### src/rtl/inst_fetch_pkg.sv
// Shared definitions for the instruction-fetch block.
//   - Default address/data widths for the fetch unit.
//   - Program counter value loaded by reset.
//   - Fetch FSM state encoding.
package inst_fetch_pkg;

  localparam int AW_DEFAULT = 4;
  localparam int DW_DEFAULT = 32;
  localparam int RESET_PC   = 0;

  typedef enum logic [2:0] {
    S_IDLE,
    S_FETCH,
    S_WAIT,
    S_HOLD,
    S_HALT
  } state_t;

endpackage

### src/rtl/fetch_pc_reg.sv
// Program counter register for the fetch unit.
// Ports:
//   clk       in   clock, rising edge
//   rst_n     in   asynchronous active-low reset (pc -> RESET_PC)
//   load      in   load load_addr (takes priority over inc)
//   load_addr in   AW  redirect target
//   inc       in   advance pc by one, wrapping at 2^AW
//   pc        out  AW  current program counter
module fetch_pc_reg
  import inst_fetch_pkg::*;
#(
  parameter int AW = AW_DEFAULT
) (
  input  logic          clk,
  input  logic          rst_n,
  input  logic          load,
  input  logic [AW-1:0] load_addr,
  input  logic          inc,
  output logic [AW-1:0] pc
);

  always_ff @(posedge clk or negedge rst_n) begin
    if (!rst_n) begin
      pc <= AW'(RESET_PC);
    end else if (load) begin
      pc <= load_addr;
    end else if (inc) begin
      // Natural AW-bit overflow gives the modulo-2^AW wrap.
      pc <= pc + AW'(1);
    end
  end

endmodule

### src/rtl/inst_fetch.sv
// Single-issue instruction fetch unit.
// One instruction at a time: FETCH issues the read, WAIT captures the
// returned word into ir, HOLD presents it to decode until accepted.
// Ports:
//   clk, rst_n           clock / asynchronous active-low reset
//   en                   run enable, checked at instruction boundaries
//   halt                 stop request, checked at instruction boundaries
//   jmp_valid, jmp_addr  redirect pulse and target word address
//   imem_rd, imem_addr   instruction memory read strobe / address
//   imem_rdata           read data, valid one cycle after imem_rd
//   ir, ir_pc, ir_valid  instruction register, its address, valid flag
//   ir_ready             decode accepts ir
//   pc                   next address to fetch
//   halted               block is in HALT (sticky until reset)
module inst_fetch
  import inst_fetch_pkg::*;
#(
  parameter int AW = AW_DEFAULT,
  parameter int DW = DW_DEFAULT
) (
  input  logic          clk,
  input  logic          rst_n,
  input  logic          en,
  input  logic          halt,
  input  logic          jmp_valid,
  input  logic [AW-1:0] jmp_addr,
  output logic          imem_rd,
  output logic [AW-1:0] imem_addr,
  input  logic [DW-1:0] imem_rdata,
  output logic [DW-1:0] ir,
  output logic [AW-1:0] ir_pc,
  output logic          ir_valid,
  input  logic          ir_ready,
  output logic [AW-1:0] pc,
  output logic          halted
);

  state_t state;
  state_t state_nxt;
  logic   pc_load;
  logic   pc_inc;
  logic   ir_load;
  logic   ir_drop;

  fetch_pc_reg #(
    .AW(AW)
  ) u_pc (
    .clk      (clk),
    .rst_n    (rst_n),
    .load     (pc_load),
    .load_addr(jmp_addr),
    .inc      (pc_inc),
    .pc       (pc)
  );

  always_ff @(posedge clk or negedge rst_n) begin
    if (!rst_n) begin
      state <= S_IDLE;
    end else begin
      state <= state_nxt;
    end
  end

  // A redirect in FETCH/WAIT/HOLD wins over everything else; the word
  // still in flight is simply never captured because we go back to FETCH.
  always_comb begin
    state_nxt = state;
    pc_load   = 1'b0;
    pc_inc    = 1'b0;
    ir_load   = 1'b0;
    ir_drop   = 1'b0;
    unique case (state)
      S_IDLE: begin
        if (en) begin
          state_nxt = halt ? S_HALT : S_FETCH;
        end
      end
      S_FETCH: begin
        if (jmp_valid) begin
          pc_load   = 1'b1;
          ir_drop   = 1'b1;
          state_nxt = S_FETCH;
        end else begin
          state_nxt = S_WAIT;
        end
      end
      S_WAIT: begin
        if (jmp_valid) begin
          pc_load   = 1'b1;
          ir_drop   = 1'b1;
          state_nxt = S_FETCH;
        end else begin
          ir_load   = 1'b1;
          pc_inc    = 1'b1;
          state_nxt = S_HOLD;
        end
      end
      S_HOLD: begin
        if (jmp_valid) begin
          pc_load   = 1'b1;
          ir_drop   = 1'b1;
          state_nxt = S_FETCH;
        end else if (ir_ready) begin
          ir_drop = 1'b1;
          if (halt) begin
            state_nxt = S_HALT;
          end else if (!en) begin
            state_nxt = S_IDLE;
          end else begin
            state_nxt = S_FETCH;
          end
        end
      end
      S_HALT: begin
        state_nxt = S_HALT;
      end
      default: begin
        state_nxt = S_IDLE;
      end
    endcase
  end

  // Read strobe and address are decoded straight from the state so the
  // memory sees the request in the FETCH cycle itself.
  assign imem_rd   = (state == S_FETCH);
  assign imem_addr = imem_rd ? pc : '0;

  always_ff @(posedge clk or negedge rst_n) begin
    if (!rst_n) begin
      ir       <= '0;
      ir_pc    <= '0;
      ir_valid <= 1'b0;
      halted   <= 1'b0;
    end else begin
      halted <= (state_nxt == S_HALT);
      if (ir_load) begin
        ir       <= imem_rdata;
        ir_pc    <= pc;
        ir_valid <= 1'b1;
      end else if (ir_drop) begin
        ir_valid <= 1'b0;
      end
    end
  end

endmodule
### config.mk
export PLATFORM = sky130hd
export DESIGN_NAME = inst_fetch
export DESIGN_NICKNAME = d
export VERILOG_FILES = /design/src/rtl/inst_fetch_pkg.sv /design/src/rtl/fetch_pc_reg.sv /design/src/rtl/inst_fetch.sv
export SDC_FILE = /design/constraint.sdc
export NUM_CORES = 1
export LEC_CHECK = 0
export BUFFER_PORTS_ARGS = -buffer_cell sky130_fd_sc_hd__buf_2
export CORE_UTILIZATION = 46
export CTS_CLUSTER_DIAMETER = 40
export DETAILED_ROUTE_END_ITERATION = 16
export GPL_TIMING_DRIVEN = 0
export PLACE_DENSITY = 0.8
export SYNTH_ARGS = -nofsm -noshare
export SYNTH_HDL_FRONTEND = slang
export SYNTH_HIERARCHICAL = 1
export SYNTH_SLANG_ARGS = --single-unit
### constraint.sdc
create_clock -name clk -period 2.6 [get_ports clk]
set_clock_uncertainty 0.15 [all_clocks]
set_input_delay 0.13 -clock clk [delete_from_list [all_inputs] [get_ports clk]]
set_output_delay 0.13 -clock clk [all_outputs]
set_load 0.005 [all_outputs]
==> impl_summary.log <==
[metrics] sequential share of the synthesized area: 0.570
[metrics] Final Max Tran Viols: 0
[metrics] number of buffers on the longest clock path: 2
[metrics] initial standard-cell utilization of the core: 0.487
[metrics] Synth Area in XOR/XNOR: 0.0133
[metrics] via count of the first global-routing pass: 1424
[metrics] relative contribution of combinational cells to total power: 0.390
[metrics] total routed wirelength: 4470 um
[metrics] Die Y-Extent: 67.5 um
[metrics] clock insertion delay at the later pin of the skew report: 0.29 ns
[metrics] worst slew margin relative to its limit: 0.353
[metrics] last weighted congestion value of the routability-driven placer: 0.700
[metrics] NetSw: 847 uW
[metrics] Top FF cell, synth: dfrtp_1
[metrics] number of rows created at floorplan: 23
[metrics] DR iter-0 viols: 45
[metrics] setup violators final: 0
[metrics] DR WL/cell: 14.6 um
[metrics] peak clock frequency supported by timing: 0.463 GHz
[metrics] number of antenna violations at the first check in global routing: 0
[metrics] post-route fraction of the period consumed by the critical path: 0.830
[metrics] proportion of layout cells with a drive suffix above 1: 0.545
[metrics] MaxCap Viol Count: 0
[metrics] Die Width: 67.5 um
[metrics] post-route DRC violation count: 0
[metrics] post-DR vias/cell: 4.75
[metrics] Core ar.: 0.00406 mm^2
[metrics] category of the critical setup timing path: in2reg
[metrics] Netlist cell types: 26
[metrics] total negative slack: 0 ns
[metrics] outcome: complete, no violations
[metrics] final antenna diode count: 0
[metrics] leakage dissipation: 0.00150 uW
[metrics] Internal Pwr Total: 2070 uW
[metrics] Synth Area in Adders: 0.00633
[metrics] WP data arrival: 2.19 ns
[metrics] post-place setup slack: 0.465 ns
[metrics] pin slew with the least headroom to its limit: 0.971 ns
[metrics] number of vias in the routed layout: 1459
[metrics] Max IR drop VDD: 0.461 mV
[metrics] number of enable flip-flop cells after synthesis: 0
[metrics] combinational family with the most area after synthesis: multiplexers
[metrics] number of cells produced by synthesis: 123
[metrics] Final Hold Violating Endpoints: 0
[metrics] unrepaired setup endpoints after global routing: false
[metrics] Yosys top cell by area: dfrtp_1
[metrics] syn avg cell area: 16.1 um^2
[metrics] portion of total power attributed to sequential cells: 0.428
[metrics] power density cells: 982 mW/mm^2
[metrics] least setup slack across all paths after layout: 0.442 ns
[metrics] First-pass DRT Iterations: 4
[metrics] simple logic cell fraction of the synthesized area: 0.0773
[metrics] TritonCTS sink count: 45
[metrics] number of nets still failing antenna checks after routing: 0
[metrics] maximum number of pins on one net before global-route repair: 46
[metrics] global route total overflow: 0
[metrics] FF+latch count, synth: 45
[metrics] clock-pin slew of the registers on the worst-case setup and hold paths: 0.08 ns
[metrics] endpoint required time on the critical path: 2.63 ns
[metrics] kind of start point of the critical path: primary input
[metrics] endpoint class of the critical path: flip-flop
[metrics] Die Footprint: 0.00456 mm^2
[metrics] Layout Area Growth over Synthesis: 50.6%
[metrics] Synthesized Nets: 166
[metrics] synthesized cell area: 0.00198 mm^2
[metrics] area share of the largest cell type after synthesis: 0.570
[metrics] clock tree root driver cell: clkbuf_8
[metrics] Async SR Flop Fraction: 1.00
[metrics] Sw Ratio: 0.290
[metrics] clock network fraction of design power: 0.183
[metrics] count of H-tree levels built during CTS: 2
[metrics] highest net fanout along the worst path: 13
[metrics] Compound-Gate Fraction of Synth Area: 0.0279
[metrics] wire length of the first global-routing pass: 6690 um
[metrics] post-layout min period: 2.16 ns
[metrics] clock tree from TritonCTS: done
[metrics] Total Routing Usage GR: 0.203
[metrics] buffers added on ports: 88
[metrics] largest cells by area after synthesis: dfrtp_1 57%, mux2_4 22%, mux2_2 4.6%
[metrics] # resized after CTS: 0
[metrics] number of primary I/O pins: 89
[metrics] worst hold-check path type: in2reg
[metrics] number of nets in the layout: 299
[metrics] Detail Placement HPWL: 2670 um
[metrics] number of buffers added by the clock tree synthesis step: 5
[metrics] warning count from the yosys run: 6
[metrics] fraction of synthesized area in multiplexers: 0.271
==> layout by cell type, fill, tap and decap left out, drive strengths merged, types with 2 or more instances in the layout <==
| master | instances |
|---|---|
| and2 | 4 |
| buf | 92 |
| clkbuf | 7 |
| dfrtp | 45 |
| dlygate4sd3 | 38 |
| mux2 | 37 |
| nand2 | 5 |
| nor2 | 3 |
| nor3b | 2 |
| o21ai | 7 |
| xnor2 | 2 |
==> power groups by stage <==
stage          logic (uW)  clock network, uW  registers, uW
2_1_floorplan         611                  0           1260
3_3_place_gp         1070                  0           1240
3_5_place_dp         1090                  0           1250
4_1_cts              1150                543           1240
5_1_grt              1250                580           1290
6_report             1140                533           1250
==> synthesized netlist by cell type, types with 2 or more instances <==
| cell type | n |
|---|---|
| nor3b_1 | 2 |
| buf_12 | 3 |
| mux2_4 | 29 |
| mux2_2 | 8 |
| nor2_1 | 2 |
| o21ai_0 | 7 |
| and2_1 | 4 |
| nand2_1 | 5 |
| xnor2_1 | 2 |
| dfrtp_1 | 45 |
==> final timing paths <==
kind,depth (start not counted),end,slack [ns],start
worst max-delay path,8,u_pc/pc[3],0.44,jmp_valid
worst min register to register,1,ir[15],0.36,ir[15]
min in group asynchronous,2,ir[19],0.41,rst_n
max in group asynchronous,2,halted,1.29,rst_n
worst max register to register,6,u_pc/pc[3],0.47,state[2]
worst min-delay path,3,halted,0.02,ir_ready
==> registers in the layout, summed over array words and instances (netlist names) <==
| register | cells |
|---|---|
| state | 3 |
| ir | 32 |
| halted | 1 |
| u_pc/pc | 4 |
| ir_pc | 4 |
| ir_valid | 1 |
==> layer usage <==
layer  track usage  up-vias  wire (um)
met4        0.0479        0         18
met3        0.0591        2        358
met1         0.241      693       1870
met5             0        -          0
met2         0.356       63       2230
li1              -      701          -
==> repair_timing <==
| item | in CTS | in global routing |
|---|---|---|
| hold buffers | 38 | 0 |
| endpoints found under the hold margin | 82 | 0 |
| setup buffers | 0 | 0 |
| endpoints found under the setup margin | 0 | 0 |
==> stage by stage <==
step	area [um^2]	utilization	hold WS, ns	instances	total power [uW]
after floorplan	1980	-	-0.316	123	1880
after global placement	2480	0.611	0.185	261	2310
after detailed placement	2480	0.611	0.191	261	2350
after CTS	2980	0.733	0.00404	307	2930
final	2980	0.733	0.0162	307	2920
after global routing	2980	0.733	0.0283	307	3120
==> critical path, stage by stage <==
cell	delay [ns]
dlygate4sd3_1	0.53
buf_2	0.15
or3b_4	0.42
nor2_8	0.25
buf_12	0.20
nand4_2	0.11
xnor2_1	0.14
mux2_2	0.25
==> layout make-up <==
type                       instances  area (um^2)
clock buffer                       7         86.3
fill                             263         1080
buffer                             4         67.6
clock inverter                     1         30.0
sequential                        45         1130
tap                               50         62.6
timing repair buffer             126          821
multi-input combinational         74          782
==> cell families after synthesis <==
logic type      Yosys count
flops                    45
mux                      38
simple gates             22
compound gates           10
buf+inv                   4
xor+xnor                  3
fa+ha+maj                 1
No activity file was read; power rests on OpenSTA's default activity.
